[config.mk]
export PLATFORM = sky130hd
export DESIGN_NAME = rx_ipv4
export DESIGN_NICKNAME = d
export VERILOG_FILES = /design/src/rtl/rx_ipv4.sv
export SDC_FILE = /design/constraint.sdc
export NUM_CORES = 1
export LEC_CHECK = 0
export CORE_AREA = 2 2 136 138
export DETAILED_ROUTE_END_ITERATION = 10
export DIE_AREA = 0 0 138 140
export GPL_ROUTABILITY_DRIVEN = 0
export PLACE_DENSITY = 0.76
export SLEW_MARGIN = 20
export SYNTH_ARGS = -nofsm -noshare
export SYNTH_HDL_FRONTEND = slang
export SYNTH_SLANG_ARGS = --single-unit
[constraint.sdc]
create_clock -name RX_CLK -period 7 [get_ports RX_CLK]
set_input_delay 1.4 -clock RX_CLK [delete_from_list [all_inputs] [get_ports RX_CLK]]
set_output_delay 1.4 -clock RX_CLK [all_outputs]
set_load 0.01 [all_outputs]
[src/rtl/rx_ipv4.sv]
// IPv4 receive stage: parses and validates the IPv4 header, strips header, options and
// Ethernet padding, and forwards only the IP payload bytes downstream.
module rx_ipv4 #(
    parameter int             OCT   = 8,
    parameter logic [OCT-1:0] PROTO = 8'd17
) (
    input  logic           RX_CLK,
    input  logic           rst,
    input  logic [31:0]    ip_addr,
    input  logic           rx_data_v,
    input  logic [OCT-1:0] rx_data,
    output logic [31:0]    rx_src_ip,
    output logic [OCT-1:0] rx_protocol,
    output logic           rx_ip_data_v,
    output logic [OCT-1:0] rx_ip_data,
    output logic           rx_hdr_err
);

    typedef enum logic [1:0] {S_HEADER, S_PAYLOAD, S_DROP} state_t;

    state_t         r_state;
    logic [15:0]    r_cnt;
    logic [15:0]    r_sum;
    logic [OCT-1:0] r_hi;
    logic [3:0]     r_ver;
    logic [3:0]     r_ihl;
    logic [15:0]    r_tlen;
    logic [31:0]    r_dst;
    logic [15:0]    r_rem;
    logic [31:0]    r_src_ip;
    logic [OCT-1:0] r_protocol;
    logic           r_ip_data_v;
    logic [OCT-1:0] r_ip_data;
    logic           r_hdr_err;

    logic [16:0] w_add;
    logic [15:0] w_sum_next;
    logic [15:0] w_hlen;
    logic [15:0] w_plen;
    logic [31:0] w_dst;
    logic        w_last;
    logic        w_accept;

    always_comb begin
        // End-around carry: the 17-bit sum never overflows again after adding the carry back.
        w_add      = {1'b0, r_sum} + {1'b0, r_hi, rx_data};
        w_sum_next = w_add[15:0] + {15'd0, w_add[16]};
        w_hlen     = {10'd0, r_ihl, 2'b00};
        w_plen     = r_tlen - w_hlen;
        w_dst      = (r_cnt == 16'd19) ? {r_dst[23:0], rx_data} : r_dst;
        w_last     = (r_cnt >= 16'd19) &&
                     ((r_ihl < 4'd5) ? (r_cnt == 16'd19) : (r_cnt == w_hlen - 16'd1));
        w_accept   = (r_ver == 4'd4) && (r_ihl >= 4'd5) && (r_protocol == PROTO) &&
                     (w_dst == ip_addr) && (w_sum_next == 16'hFFFF) && (r_tlen >= w_hlen);
    end

    always_ff @(posedge RX_CLK) begin
        if (rst || !rx_data_v) begin
            r_state     <= S_HEADER;
            r_cnt       <= '0;
            r_sum       <= '0;
            r_ip_data_v <= 1'b0;
            r_hdr_err   <= 1'b0;
            if (rst) begin
                r_src_ip   <= '0;
                r_protocol <= '0;
                r_ip_data  <= '0;
                r_hi       <= '0;
                r_ver      <= '0;
                r_ihl      <= '0;
                r_tlen     <= '0;
                r_dst      <= '0;
                r_rem      <= '0;
            end
        end else begin
            r_hdr_err <= 1'b0;
            case (r_state)
                S_HEADER: begin
                    r_ip_data_v <= 1'b0;
                    r_cnt       <= r_cnt + 16'd1;
                    if (!r_cnt[0]) r_hi  <= rx_data;
                    else           r_sum <= w_sum_next;
                    case (r_cnt)
                        16'd0:  {r_ver, r_ihl} <= rx_data;
                        16'd2:  r_tlen[15:8]   <= rx_data;
                        16'd3:  r_tlen[7:0]    <= rx_data;
                        16'd9:  r_protocol     <= rx_data;
                        16'd12, 16'd13, 16'd14, 16'd15: r_src_ip <= {r_src_ip[23:0], rx_data};
                        16'd16, 16'd17, 16'd18, 16'd19: r_dst    <= {r_dst[23:0], rx_data};
                        default: ;
                    endcase
                    if (w_last) begin
                        if (!w_accept) begin
                            r_state   <= S_DROP;
                            r_hdr_err <= 1'b1;
                        end else if (w_plen == 16'd0) begin
                            r_state <= S_DROP;
                        end else begin
                            r_state <= S_PAYLOAD;
                            r_rem   <= w_plen;
                        end
                    end
                end
                S_PAYLOAD: begin
                    r_ip_data   <= rx_data;
                    r_ip_data_v <= 1'b1;
                    r_rem       <= r_rem - 16'd1;
                    if (r_rem == 16'd1) r_state <= S_DROP;
                end
                default: begin
                    r_ip_data_v <= 1'b0;
                end
            endcase
        end
    end

    assign rx_src_ip    = r_src_ip;
    assign rx_protocol  = r_protocol;
    assign rx_ip_data_v = r_ip_data_v;
    assign rx_ip_data   = r_ip_data;
    assign rx_hdr_err   = r_hdr_err;

endmodule
After elaboration in Yosys (flattened, before gate mapping):

Index checks and enable logic that the tools add are counted.

* $add $sub $neg: 6
* $mul: 0
* divide/modulo/power cells: 0
* magnitude comparators: 4
* eq/ne operators: 25
* shifts and indexed selects: 0
* multiplexer cells: 42
* bitwise logic cells: 2
* reductions and logical operators: 35

Operators by type and width (count)
* 2-to-1 mux 32 bit: 8
* 2-to-1 mux 16 bit: 7
* 2-to-1 mux 8 bit: 11
* == test 16 x 4 -> 1 bit, second input constant: 5
* == test 16 x 5 -> 1 bit, second input constant: 4
* == test 16 x 2 -> 1 bit, second input constant: 2
* == test 32 bit: 1
* logical NOT 16 bit: 2
* one-hot mux 16 bit (2 select lines): 1
* 2-to-1 mux 4 bit: 7
* AND reduction 3 bit: 8
* nonzero test 2 bit: 9
* adder 16 x 16 -> 17 bit: 1
* adder 16 x 1 -> 16 bit: 1
* adder 16 x 1 -> 16 bit, second input constant: 1
* == test 16 x 1 -> 1 bit, second input constant: 1
* == test 16 bit: 1
* == test 16 bit, second input constant: 1
* >= comparator 16 x 5 -> 1 bit, second input constant: 1
* >= comparator 16 x 6 -> 1 bit: 1
* subtractor 16 x 1 -> 16 bit, second input constant: 1
* subtractor 16 x 6 -> 16 bit: 1
* inequality test 3 bit, second input constant: 3
* == test 8 x 5 -> 1 bit, second input constant: 1
* 20 further kinds: 35

* register bits: 164
* bits in latches: 0
* bits in writable memories: 0
* bits in read-only memories: 0
* input bits: 43
* output and inout bits: 50
* memories kept: 0

Depth between registers and ports, before layout:

* depth after elaboration: 10
* gate-level depth with buffers: 22

Worst setup path before layout:

OpenSTA, ideal clock, no wires.

* path kind: input-to-reg
* start point: input port rx_data[0]
* end point: register r_rem[0], enable pin
* library setup time: 0.392 ns
* arrival time: 6.293 ns
* required time: 6.608 ns
* path slack: 0.315 ns
* cell stages on the path: 22
* path buffers: 0
* cell sequence: ha_1 fa_1 a21o_2 and4_1 o211ai_1 nand2_1 a21o_1 a21oi_1 nor2b_1 o21ai_0 nand2b_1 ha_1 ha_1 xnor2_1 a2111oi_2 o31ai_1 a311o_1 nor4_1 nand4b_1 nor4b_2 nand3_1 o21bai_1

* word-level cells in the longest chain between the ends: 7

RTL lines
* start, declared: RTL line 11 `input logic [OCT-1:0] rx_data,`
* adder 16 x 16 -> 17 bit / 2-to-1 mux 32 bit (equally long branches): RTL line 46, 50
* adder 16 x 1 -> 16 bit / == test 32 bit (equally long branches): RTL line 47, 54
* == test 16 bit / logical AND 1 bit (equally long branches): RTL line 54, 53
* logical AND 1 bit (*) (2 in a row): RTL line 54 `(w_dst == ip_addr) && (w_sum_next == 16'hFFFF) && (r_tlen >= w_hlen);`
* inequality test 3 bit (no source line) (*)
* AND reduction 5 bit (no source line) (*)
* end signal, assigned: RTL line 100 `r_rem <= w_plen;`
* end signal, assigned: RTL line 107 `r_rem <= r_rem - 16'd1;`
* end, declared: RTL line 29 `logic [15:0] r_rem;`

Every way passes the cells marked *; elsewhere a longest branch is shown, timed or not.
A chain may end at the register's enable or synchronous reset.

Worst setup path after layout:

* start point: input port rx_data[0]
* end point: register r_rem[8], enable pin

* word-level cells in the longest chain between the ends: 7

RTL lines
* adder 16 x 16 -> 17 bit: RTL line 46 `w_add = {1'b0, r_sum} + {1'b0, r_hi, rx_data};`
* adder 16 x 1 -> 16 bit: RTL line 47 `w_sum_next = w_add[15:0] + {15'd0, w_add[16]};`
* net w_sum_next[1]: RTL line 37 `logic [15:0] w_sum_next;`
* == test 16 bit: RTL line 54
* logical AND 1 bit (2 in a row): RTL line 54
* inequality test 3 bit (no source line)
* AND reduction 5 bit (no source line)

The timed path passes the listed nets, and every way through them passes these cells.

==> impl_metrics.ini <==
[run_status]
status = finished clean

[sta]
worst_hold_slack_ns = 0.487
max_freq_mhz = 150
tns_ns = 0
tightest_slew_ns = 1.06
final_max_slew_viol_count = 0
final.setup_skew_ns = 0.00930
hold_viol_final = 0
post-route-period-util = 0.952
relSlewSlack = 0.293
finalCriticalPeriod_ns = 6.67
setup_viol = 0

[synth]
netlist_top_cells_area = edfxtp_1 (42%), dfxtp_1 (7.9%), xor2_1 (5.1%), and2_1 (4.5%), ha_1 (4.1%)
yosys.cell_types.count = 85
synth_top_cell_by_area = edfxtp_1
synthFlopType = edfxtp_1
yosysWarningCount = 0
ys_seq_area_frac = 0.501
async_flop_share = 0
synthesis.area_um2 = 9110
ys_ff_latch = 164
synthCells = 845
synth_top_area_share = 0.422
syn-num-nets = 920
synth.avg_cell_area_um2 = 10.8
synth_edf_count = 128

[floorplan]
rows = 49
dieArea_um2 = 19300
ioPinCount = 93
core_area_um2 = 17800
initial_core_util = 0.512
die_w_um = 138
die_h_um = 140

[layout]
final_common_cell = edfxtp_1
diodes = 0
syn2layout_area_growth_pct = 19.4
layout-drive-gt1-share = 0.0819
most-common-layout-cells = edfxtp_1 (128), nor2_1 (93), clkdlybuf4s50_1 (92)
nNetsFinal = 1014

[pwr]
switchingPower_uw = 644
irDropWorstVdd_v = 0.000182
comb_power_share = 0.151
p_per_area_nw_per_um2 = 219
clkPwrFrac = 0.361
p_int_uw = 1730
switching_share = 0.271
leakage_uw = 0.00411
p_seq_frac = 0.489

[global_routing]
met2_usage = 0.368
grt_usage = 0.234
met3_usage = 0.0438
grt_max_degree = 65
grt_overflow = 0
grt_pass1_wl_um = 35400
grt_pass1_vias = 6504
gr-usage-met1 = 0.321
antenna_found_initial = 0
grt_most_used_layer = met2

[routing]
ant_nets = 0
wire_per_inst_um = 19.0
drt_iter0_markers = 691
vias = 6875
firstDrtPassIters = 5
drt_wl_total_um = 22400
route.detailed.drc = 0
vias_per_cell = 5.82

[clocking]
clk_pin_slew_ns = 0.07
root_buffer = clkbuf_16
htreeDepth = 4
cts.sinks = 164
cts_tree = done
clk_latency_ns = 0.43
cts_made_buffers = 17
ctsLongestPathBuffers = 2
hold_buffers = 0

[critical_path]
critPathMostFrequentCell = ha_1
path_buf_inv = 2
crit_arrival_ns = 6.81
path_cells = clkdlybuf4s50_1, ha_1, fa_1, a21o_2, and4_1, o211ai_1, nand2_1, a21o_1, a21oi_1, nor2b_1, o21ai_1, nand2b_1, ha_1, ha_1, nand3b_1, a2111oi_4, o31ai_1, a311o_1, nor4_2, nand4b_1, nor4b_4, nand3_1, o21bai_2, buf_6
cp-end-kind = flip-flop
cp_max_fo = 8
cp.required_ns = 7.14
cp_slowest_cell = clkdlybuf4s50_1
cp_top_family = compound AO/OA/AOI/OAI gates
reg2reg_slack_ns = 1.52
slowest_delay_ns = 0.48
critPathKind = in -> reg
crit_path_start_kind = primary input

[place]
dp.final_hpwl_um = 16400
place.port_buffers = 92

[min_path]
hp-class = reg -> reg

[job]
maxCapViolations = 0
[sequential cells by signal, summed over array words and instances (netlist names), 8 cells and up]
register / cells
rx_ip_data: 8
r_dst: 32
rx_src_ip: 32
rx_protocol: 8
r_sum: 16
r_cnt: 16
r_rem: 16
r_tlen: 16
r_hi: 8
[tightest hold or removal path: stages, from the launching register on]
cell	delay, ns
dfxtp_1	0.33
nand2_1	0.06
a21oi_1	0.05
[area by class of cell]
cell class,count,area (µm²)
fill,1516,6900
sequential,164,4560
multi-input combinational,621,4350
timing repair buffer,105,1030
clock buffer,18,429
tap,229,287
inverter,30,113
clock inverter,14,105
[cell families (layout without fill, tap and decap cells)]
logic type,Yosys count,count (layout),share of synthesized area
xor gates and xnor gates,89,89,0.0880
and+or+nand+nor,340,340,0.208
adders and majority gates,32,32,0.0456
buffers and inverters,60,167,0.0279
DFF,164,164,0.501
muxes,21,21,0.0232
AOI/OAI and AO/OA,139,139,0.106
[power groups by stage]
| stage | sequential, µW | clock [µW] | combinational [µW] |
|---|---|---|---|
| 3_3_place_gp | 1180 | 0 | 348 |
| 2_1_floorplan | 1180 | 0 | 206 |
| 6_report | 1160 | 857 | 358 |
| 5_1_grt | 1170 | 911 | 388 |
| 4_1_cts | 1160 | 864 | 353 |
| 3_5_place_dp | 1180 | 0 | 351 |
[timing repair]
action | CTS | global route
endpoints found under the hold margin | 0 | 0
setup endpoints to repair | 0 | 16
setup buffers | 0 | 0
gates resized for setup | 0 | 9
[stage by stage]
stage               setup WS (ns)  instances  instance area, µm²   util  power [µW]
finish                      0.333       1181               10900  0.612        2380
global route              -0.0135       1181               10900  0.612        2470
CTS                         0.217       1180               10800  0.609        2380
detailed placement         -0.178       1148               10300  0.579        1530
global placement           0.0494       1148               10300  0.579        1530
floorplan                   0.315        845                9110      -        1380
[per-layer routing]
metal  routed length [µm]  vias to the layer above
met1                10100                     3309
met4                  762                        0
met5                    0                        -
li1                     -                     3271
met3                 1330                       42
met2                10300                      253
[cells in the mapped netlist (3+ instances only)]
cell	number
edfxtp_1	128
nor2_1	93
and2_1	65
xor2_1	53
nand2_1	37
dfxtp_1	36
a21oi_1	34
xnor2_1	34
ha_1	30
inv_1	30
a211oi_1	26
o21ai_0	23
clkbuf_1	21
mux2i_1	20
nor3_1	18
nand2b_1	16
nand3_1	15
nand4_1	14
nor4_1	13
nor2b_1	9
or3_1	9
and3_1	8
or4_1	7
nand4b_1	5
o2111ai_1	5
a21o_1	4
buf_2	4
nand3b_1	4
o211ai_1	4
o22ai_1	4
a21boi_0	3
a311oi_1	3
o221ai_1	3
[worst paths after layout]
| kind | start | to | cells after the start |
|---|---|---|---|
| hold reg to reg | r_sum[9] | r_sum[9] | 2 |
| setup / recovery | rx_data[0] | r_rem[8] | 24 |
| hold / removal | r_sum[9] | r_sum[9] | 2 |
| setup reg to reg | r_sum[0] | r_rem[8] | 23 |
No activity file was read; power rests on OpenSTA's default activity.
